[src/rtl/vga_sync_decoder.sv]
// Receive-side VGA timing recovery: measures sync periods, locks to the
// configured raster and regenerates coordinates, active flag and frame start.
module vga_sync_decoder #(
    parameter int H_ACTIVE    = 640,
    parameter int V_ACTIVE    = 480,
    parameter int H_BACK      = 48,
    parameter int V_BACK      = 33,
    parameter int H_TOTAL     = 800,
    parameter int V_TOTAL     = 525,
    parameter int LOCK_FRAMES = 2
) (
    input  logic        i_clk,
    input  logic        i_rst,
    input  logic        i_pix_stb,
    input  logic        i_hs,
    input  logic        i_vs,
    output logic [9:0]  o_x,
    output logic [8:0]  o_y,
    output logic        o_active,
    output logic        o_frame_start,
    output logic        o_locked,
    output logic        o_err,
    output logic [10:0] o_h_total,
    output logic [10:0] o_v_total
);

    localparam int GW = $clog2(LOCK_FRAMES + 1);
    localparam logic [10:0] CNT_MAX = 11'h7FF;

    typedef enum logic [1:0] {
        UNSYNC,
        MEASURE,
        LOCKED
    } state_t;

    state_t        r_state;
    state_t        w_state_nxt;
    logic          r_prev_hs;
    logic          r_prev_vs;
    logic          r_vs_pend;
    logic          r_bad;
    logic [GW-1:0] r_good;
    logic [10:0]   r_h_cnt;
    logic [10:0]   r_v_cnt;

    logic          w_hs_rise;
    logic          w_vs_rise;
    logic          w_bound;
    logic          w_timeout;
    logic          w_line_bad;
    logic          w_frame_bad;
    logic [10:0]   w_h_len;
    logic [10:0]   w_v_len;
    logic [10:0]   w_h_nxt;
    logic [10:0]   w_v_nxt;
    logic          w_bad_nxt;
    logic [GW-1:0] w_good_nxt;
    logic [GW-1:0] w_good_inc;
    logic          w_err;
    logic          w_h_in;
    logic          w_v_in;
    logic          w_act;

    // Edges are only qualified on strobes, so inter-strobe glitches vanish.
    assign w_hs_rise   = i_pix_stb & i_hs & ~r_prev_hs;
    assign w_vs_rise   = i_pix_stb & i_vs & ~r_prev_vs;
    assign w_bound     = w_hs_rise & (r_vs_pend | w_vs_rise);
    assign w_h_len     = r_h_cnt + 11'd1;
    assign w_v_len     = r_v_cnt + 11'd1;
    assign w_line_bad  = w_hs_rise & (w_h_len != 11'(H_TOTAL));
    assign w_frame_bad = (w_v_len != 11'(V_TOTAL));
    assign w_timeout   = i_pix_stb & ~w_hs_rise & (r_h_cnt == CNT_MAX - 11'd1);
    assign w_good_inc  = r_good + GW'(1);

    always_comb begin
        w_h_nxt = r_h_cnt;
        w_v_nxt = r_v_cnt;
        if (i_pix_stb) begin
            if (w_hs_rise) begin
                w_h_nxt = 11'd0;
            end else if (r_h_cnt != CNT_MAX) begin
                w_h_nxt = w_h_len;
            end
        end
        if (w_bound) begin
            w_v_nxt = 11'd0;
        end else if (w_hs_rise && r_v_cnt != CNT_MAX) begin
            w_v_nxt = w_v_len;
        end
    end

    always_comb begin
        w_state_nxt = r_state;
        w_good_nxt  = r_good;
        w_bad_nxt   = r_bad;
        w_err       = 1'b0;
        if (w_timeout) begin
            w_state_nxt = UNSYNC;
            w_good_nxt  = '0;
            w_bad_nxt   = 1'b0;
            w_err       = 1'b1;
        end else begin
            unique case (r_state)
                UNSYNC: begin
                    if (w_bound) begin
                        w_state_nxt = MEASURE;
                        w_good_nxt  = '0;
                        w_bad_nxt   = 1'b0;
                    end
                end
                MEASURE: begin
                    if (w_line_bad) begin
                        w_bad_nxt = 1'b1;
                    end
                    if (w_bound) begin
                        if (!r_bad && !w_line_bad && !w_frame_bad) begin
                            w_good_nxt = w_good_inc;
                            if (w_good_inc == GW'(LOCK_FRAMES)) begin
                                w_state_nxt = LOCKED;
                            end
                        end else begin
                            w_good_nxt = '0;
                            w_err      = 1'b1;
                        end
                        w_bad_nxt = 1'b0;
                    end
                end
                LOCKED: begin
                    if (w_line_bad || (w_bound && w_frame_bad)) begin
                        w_state_nxt = MEASURE;
                        w_good_nxt  = '0;
                        w_bad_nxt   = 1'b0;
                        w_err       = 1'b1;
                    end
                end
                default: begin
                    w_state_nxt = UNSYNC;
                    w_good_nxt  = '0;
                    w_bad_nxt   = 1'b0;
                end
            endcase
        end
    end

    assign w_h_in = (w_h_nxt >= 11'(H_BACK))
                 && (w_h_nxt <= 11'(H_BACK + H_ACTIVE - 1));
    assign w_v_in = (w_v_nxt >= 11'(V_BACK))
                 && (w_v_nxt <= 11'(V_BACK + V_ACTIVE - 1));
    assign w_act  = w_h_in & w_v_in & (w_state_nxt != UNSYNC);

    always_ff @(posedge i_clk) begin
        if (i_rst) begin
            r_state       <= UNSYNC;
            r_prev_hs     <= 1'b1;
            r_prev_vs     <= 1'b1;
            r_vs_pend     <= 1'b0;
            r_bad         <= 1'b0;
            r_good        <= '0;
            r_h_cnt       <= 11'd0;
            r_v_cnt       <= 11'd0;
            o_x           <= 10'd0;
            o_y           <= 9'd0;
            o_active      <= 1'b0;
            o_frame_start <= 1'b0;
            o_locked      <= 1'b0;
            o_err         <= 1'b0;
            o_h_total     <= 11'd0;
            o_v_total     <= 11'd0;
        end else begin
            // Pulses are per clock, not per strobe.
            o_err         <= w_err;
            o_frame_start <= w_bound;
            if (i_pix_stb) begin
                r_prev_hs <= i_hs;
                r_prev_vs <= i_vs;
                r_h_cnt   <= w_h_nxt;
                r_v_cnt   <= w_v_nxt;
                r_state   <= w_state_nxt;
                r_good    <= w_good_nxt;
                r_bad     <= w_bad_nxt;
                o_locked  <= (w_state_nxt == LOCKED);
                o_active  <= w_act;
                o_x       <= w_act ? 10'(w_h_nxt - 11'(H_BACK)) : 10'd0;
                o_y       <= w_act ? 9'(w_v_nxt - 11'(V_BACK)) : 9'd0;
                if (w_bound) begin
                    r_vs_pend <= 1'b0;
                end else if (w_vs_rise) begin
                    r_vs_pend <= 1'b1;
                end
                if (w_hs_rise) begin
                    o_h_total <= w_h_len;
                end
                if (w_bound) begin
                    o_v_total <= w_v_len;
                end
            end
        end
    end

endmodule
[config.mk]
export PLATFORM = sky130hd
export DESIGN_NAME = vga_sync_decoder
export DESIGN_NICKNAME = d
export VERILOG_FILES = /design/src/rtl/vga_sync_decoder.sv
export SDC_FILE = /design/constraint.sdc
export NUM_CORES = 1
export LEC_CHECK = 0
export CORE_MARGIN = 5
export CORE_UTILIZATION = 45
export CTS_CLUSTER_SIZE = 8
export DETAILED_ROUTE_END_ITERATION = 10
export GPL_TIMING_DRIVEN = 1
export PLACE_DENSITY = 0.66
export SLEW_MARGIN = 15
export SYNTH_ARGS = -nofsm -noshare
export SYNTH_HDL_FRONTEND = slang
export SYNTH_SLANG_ARGS = --single-unit
[constraint.sdc]
create_clock -name i_clk -period 4.3 [get_ports i_clk]
set_clock_uncertainty 0.05 [all_clocks]
set_input_delay 0.86 -clock i_clk [delete_from_list [all_inputs] [get_ports i_clk]]
set_output_delay 0.86 -clock i_clk [all_outputs]
set_load 0.1 [all_outputs]
==> qor.txt, run 1 <==
outcome: finished clean
Yosys top cell area share: 0.329
hold_sp: o_y[1]
commonest register cell after synthesis: dfxtp_1
kind of end point of the critical path: flop
Layout Nets: 621
CP arrival: 3.95 ns
library cells used by synthesis: 76
GPL Wtd Cong: 0.978
register bit total from synthesis: 75
post-synth top area cell: dfxtp_1
Int Pwr: 1.15 mW
Clock transition at path regs: 0.08 ns
first-pass GRT wire length: 21200 um
Die W: 111 um
Syn Nets: 591
power share of the clock group: 0.435
post-CTS sizing: 0
EDFF count, synth: 0
gr ovfl total: 0
HPWL after DPL: 9190 um
Least-Margin Pin Slew: 0.987 ns
largest net degree at the start of global routing: 46
TritonCTS clock tree: done
Pins Over Slew Limit: 0
Comb pwr share: 0.104
count leader, synth: dfxtp_1
Worst Path Class, Setup: in -> reg
P_sw: 0.393 mW
worst r2r src: r_v_cnt[0]
Syn Std Cell Area: 4560 sq um
n_diodes: 0
RSZ-0062 raised after global routing: false
postcts setup bufs: 0
Critical Path Start Type: input pin
Switching Share: 0.255
gr usage total: 0.208
TritonRoute pass-1 iters: 6
min-delay worst type: reg -> reg
slew margin rel.: 0.340
Root Driver: clkbuf_8
Peak Freq: 0.266 GHz
final hold vios: 0
Synth warnings: 0
Peak VDD IR: 187 uV
Lkg Pwr: 1.84 nW
Via density: 5.92
R2R Path End: o_y[8]
sequential power share: 0.461
synthesized instance count: 572
Final Critical Period: 3.76 ns
async set-or-reset flop fraction in the synthesized netlist: 0
DRT Wirelength: 12700 um
flop2flop setup slack: 0.83 ns
CP Data Required Time: 4.49 ns
Fill cells: 977
clock sink count: 75
Routed Antenna Nets: 0
CTS Buffer Depth: 2
die area: 12200 sq um
Seq/Total Area, Yosys: 0.329
top cells by area, synth: dfxtp_1, nor2_1, nand2_1
syn avg cell area: 7.97 sq um
DRC Markers: 0
FF-to-FF path depth: 10
Skew-Pair Late Insertion Delay: 0.36 ns
I/O Pins: 50
CP max FO: 33
Tcrit/Tclk final: 0.874
Die Y-Extent: 111 um
final setup vio count: 0
commonest cells in the synthesized netlist: dfxtp_1, nor2_1, nand2_1
share of cells above drive strength 1: 0.0972
Routed WL per cell: 17.2 um
synthesis-to-layout area growth: 17.8%
vias in the first global route: 4112
MaxCap Viol Count: 0
CTS Hold Buffers Added: 0
Starting Density: 0.464
Placeable Area: 9820 sq um
CTS Buf Count: 9
Hold Path Cell Cnt: 2
H-Tree Depth: 3
setup ws final: 0.541 ns
WHS Endpoint: o_y[1]
port bufs: 49
dpl ws: 0.213 ns
Final TNS setup: 0 ns
Site Rows: 36
Iter 0 DRT Violations: 330
Pwr Density: 287 nW/um^2
initial antenna violation count: 0
DR vias: 4380
## registers in the layout, indices dropped and copies added (netlist names)
name	count
r_vs_pend	1
r_v_cnt	11
o_err	1
o_locked	1
o_y	9
o_x	10
r_prev_vs	1
r_prev_hs	1
r_state	2
o_v_total	11
r_h_cnt	11
o_h_total	11
r_bad	1
o_active	1
o_frame_start	1
r_good	2
## stage by stage
step           cells  hold WS [ns]   util  total power, mW  area (sq um)
6_report         740         0.414  0.547             1.54          5370
2_1_floorplan    572         0.389      -            0.845          4560
3_3_place_gp     724         0.385  0.522            0.884          5120
3_5_place_dp     724         0.387  0.522            0.884          5120
4_1_cts          740         0.417  0.547             1.55          5370
5_1_grt          740         0.442  0.547             1.59          5370
## worst max-delay path by stage
| stage | startpoint | end | slack, ns |
|---|---|---|---|
| after floorplan | i_pix_stb | o_y[0] | 0.88 |
| after global placement | i_pix_stb | o_x[1] | 0.28 |
| after detailed placement | i_pix_stb | o_x[2] | 0.21 |
| after CTS | i_pix_stb | o_x[2] | 0.57 |
| after global routing | i_pix_stb | o_x[2] | 0.30 |
| final | i_pix_stb | o_x[2] | 0.54 |
## power by group through the flow
stage	registers, mW	logic (mW)	clock network, mW
global placement	0.727	0.157	0
floorplan	0.761	0.0836	0
CTS	0.711	0.158	0.677
detailed placement	0.727	0.157	0
global route	0.713	0.171	0.711
finish	0.711	0.160	0.671
## routing by layer
metal | vias up | global-route usage | share of wire
met4 | 0 | 0.0714 | 0.026
met1 | 1992 | 0.292 | 0.47
met2 | 200 | 0.301 | 0.41
met5 | - | 0 | 0
li1 | 2155 | - | -
met3 | 33 | 0.0639 | 0.091
## cells in the final DEF, fill, tap and decap left out, types with 12 or more instances in the layout
cell type,count
xor2_1,13
xnor2_1,14
inv_1,16
nor2_1,67
a21oi_1,23
nand4_1,13
nand2_1,58
nand3_1,20
ha_1,14
nor3_1,21
o31ai_1,12
clkdlybuf4s50_1,48
o21ai_0,27
buf_4,18
dfxtp_1,75
a211oi_1,18
## kinds of logic after synthesis
family | share of synthesized area
and+or+nand+nor | 0.255
xor gates and xnor gates | 0.0519
buffers and inverters | 0.0617
DFF | 0.329
muxes | 0.00494
adders and majority gates | 0.0384
AOI/OAI and AO/OA | 0.259
## worst max-delay path, stage by stage
cell and delay, ns:
clkdlybuf4s50_1 0.56, buf_4 0.36, inv_1 0.19, nor2_1 0.14, o211ai_1 0.19, ha_1 0.28, o211a_1 0.22, nand3_1 0.08
or4b_1 0.59, nand2_2 0.33, o31ai_1 0.13
## layout make-up
type | count | area, sq um | area share
multi-input combinational | 433 | 2780 | 0.518
tap | 133 | 166 | 0.0310
clock inverter | 5 | 100 | 0.0186
sequential | 75 | 1500 | 0.280
clock buffer | 11 | 141 | 0.0263
timing repair buffer | 67 | 621 | 0.116
inverter | 16 | 60.1 | 0.0112
Power figures use the tool's default switching activity.
==> run 2, diff against run 1 <==
--- a/config.mk
+++ b/config.mk
@@ -11,7 +11,7 @@
 export DETAILED_ROUTE_END_ITERATION = 10
 export GPL_TIMING_DRIVEN = 1
 export PLACE_DENSITY = 0.66
-export SLEW_MARGIN = 15
+export SLEW_MARGIN = 20
 export SYNTH_ARGS = -nofsm -noshare
 export SYNTH_HDL_FRONTEND = slang
 export SYNTH_SLANG_ARGS = --single-unit
==> run 2 against run 1 <==
  * Die area is the same
  * Core utilization down 0.15 points
  * Setup slack improved by 0.0033 ns
  * Critical endpoint is now o_y[2]
==> qor.txt, run 2 (same netlist as run 1, synthesis figures left out) <==
most frequent cells in the layout: dfxtp_1, nor2_1, nand2_1 (unchanged)
n_diodes: 0 (unchanged)
GPL Wtd Cong: 0.978 (unchanged)
final hold vios: 0 (unchanged)
Starting Density: 0.464 (unchanged)
Routed WL per cell: 17.3 um (was 17.2 um)
CTS Buffer Depth: 2 (unchanged)
Pins Over Slew Limit: 0 (unchanged)
MaxCap Viol Count: 0 (unchanged)
Final TNS setup: 0 ns (unchanged)
first-pass GRT wire length: 21200 um (about the same)
HPWL after DPL: 9180 um (was 9190 um)
Crit path largest cell delay: 0.59 ns (about the same)
synthesis-to-layout area growth: 17.4% (was 17.8%)
Layout Nets: 621 (unchanged)
Skew-Pair Late Insertion Delay: 0.36 ns (about the same)
CP Data Required Time: 4.50 ns (was 4.49 ns)
Final Critical Period: 3.76 ns (about the same)
kind of end point of the critical path: flop (unchanged)
RSZ-0062 raised after global routing: false (unchanged)
Top Family by Delay on Critical Path: simple AND/OR/NAND/NOR gates (unchanged)
share of cells above drive strength 1: 0.0988 (was 0.0972)
crit-path cells: clkdlybuf4s50_1 -> buf_4 -> inv_1 -> nor2_1 -> o211ai_1 -> ha_1 -> o211a_1 -> nand3_1 -> or4b_1 -> nand2_2 -> o31ai_1 (unchanged)
Clock transition at path regs: 0.08 ns (about the same)
slew margin rel.: 0.338 (was 0.340)
CP max FO: 33 (unchanged)
Peak Freq: 0.266 GHz (about the same)
CTS Buf Count: 9 (unchanged)
final setup vio count: 0 (unchanged)
die area: 12200 sq um (unchanged)
Routed Antenna Nets: 0 (unchanged)
Die Y-Extent: 111 um (unchanged)
I/O Pins: 50 (unchanged)
Tcrit/Tclk final: 0.873 (was 0.874)
vias in the first global route: 4147 (was 4112)
Least-Margin Pin Slew: 0.990 ns (was 0.987 ns)
port bufs: 49 (unchanged)
H-Tree Depth: 3 (unchanged)
worst r2r src: r_v_cnt[0] (unchanged)
clock sink count: 75 (unchanged)
Multi-input gate area: 2780 sq um (unchanged)
largest net degree at the start of global routing: 46 (unchanged)
TritonCTS clock tree: done (unchanged)
DR vias: 4403 (was 4380)
CP arrival: 3.95 ns (about the same)
Die W: 111 um (unchanged)
gr ovfl total: 0 (unchanged)
WP buf/inv: 3 (unchanged)
Worst Path Class, Setup: in -> reg (unchanged)
post-CTS sizing: 0 (unchanged)
Register Area: 1500 sq um (unchanged)
min-delay worst type: reg -> reg (unchanged)
initial antenna violation count: 0 (unchanged)
Critical Path Start Type: input pin (unchanged)
outcome: finished clean (unchanged)
Pwr Density: 281 nW/um^2 (was 287 nW/um^2)
most common cell after layout, fill and taps aside: dfxtp_1 (unchanged)
Lkg Pwr: 1.83 nW (was 1.84 nW)
Site Rows: 36 (unchanged)
DRC Markers: 0 (unchanged)
Via density: 5.95 (was 5.92)
CP max-delay cell: or4b_1 (unchanged)
Root Driver: clkbuf_8 (unchanged)
TritonRoute pass-1 iters: 6 (unchanged)
Final Hold Slack: 0.414 ns (about the same)
postcts setup bufs: 0 (unchanged)
gr usage total: 0.209 (was 0.208)
DRT Wirelength: 12800 um (was 12700 um)
Peak VDD IR: 165 uV (was 187 uV)
CTS Hold Buffers Added: 0 (unchanged)
Fill cells: 975 (was 977)
Placeable Area: 9820 sq um (unchanged)
hold_sp: o_v_total[1] (was o_y[1])
critical path startpoint: i_pix_stb (unchanged)
Iter 0 DRT Violations: 375 (was 330)
==> run 2: worst paths after layout <==
| check | endpoint | depth (start not counted) | slack (ns) |
|---|---|---|---|
| setup reg to reg | o_x[5] | 10 | 0.83 |
| hold / removal | o_v_total[1] | 2 | 0.41 |
| setup / recovery | o_y[2] | 11 | 0.54 |
| hold reg to reg | o_v_total[1] | 2 | 0.41 |
==> run 2: cell type report <==
type                       instances  area share
inverter                          16      0.0112
sequential                        75       0.280
timing repair buffer              67       0.116
clock buffer                      11      0.0283
tap                              133      0.0311
clock inverter                     5      0.0140
multi-input combinational        433       0.519
==> run 2: report_power, final <==
part           internal [mW]  switching, mW  leakage, nW
Sequential             0.703        0.00779        0.606
Clock                  0.356          0.278        0.119
Combinational         0.0456          0.114         1.11
Total                   1.10          0.400         1.83
==> run 2: worst reg2reg max path: cells and delay by family (launching register included) <==
family	cells	cell delay (ns)
buf+inv	1	0.21
simple gates	3	1.09
fa+ha+maj	1	0.25
compound gates	5	1.18
flops	1	0.60
==> run 2: layer usage <==
layer,GRT usage,up-vias,part of all wire,wire length [um]
met3,0.0524,28,0.075,952
met5,0,-,0,0
li1,-,2144,-,-
met4,0.0961,0,0.028,359
met2,0.299,179,0.41,5200
met1,0.292,2052,0.49,6260
==> run 2: through the flow <==
stage          cells  utilization  power (mW)  setup slack (ns)  instance area [sq um]
2_1_floorplan    572            -       0.845             0.879                   4560
3_3_place_gp     724        0.522       0.884             0.283                   5120
3_5_place_dp     724        0.522       0.885             0.203                   5130
4_1_cts          740        0.545        1.51             0.564                   5350
5_1_grt          740        0.545        1.55             0.284                   5350
6_report         740        0.545        1.50             0.545                   5350
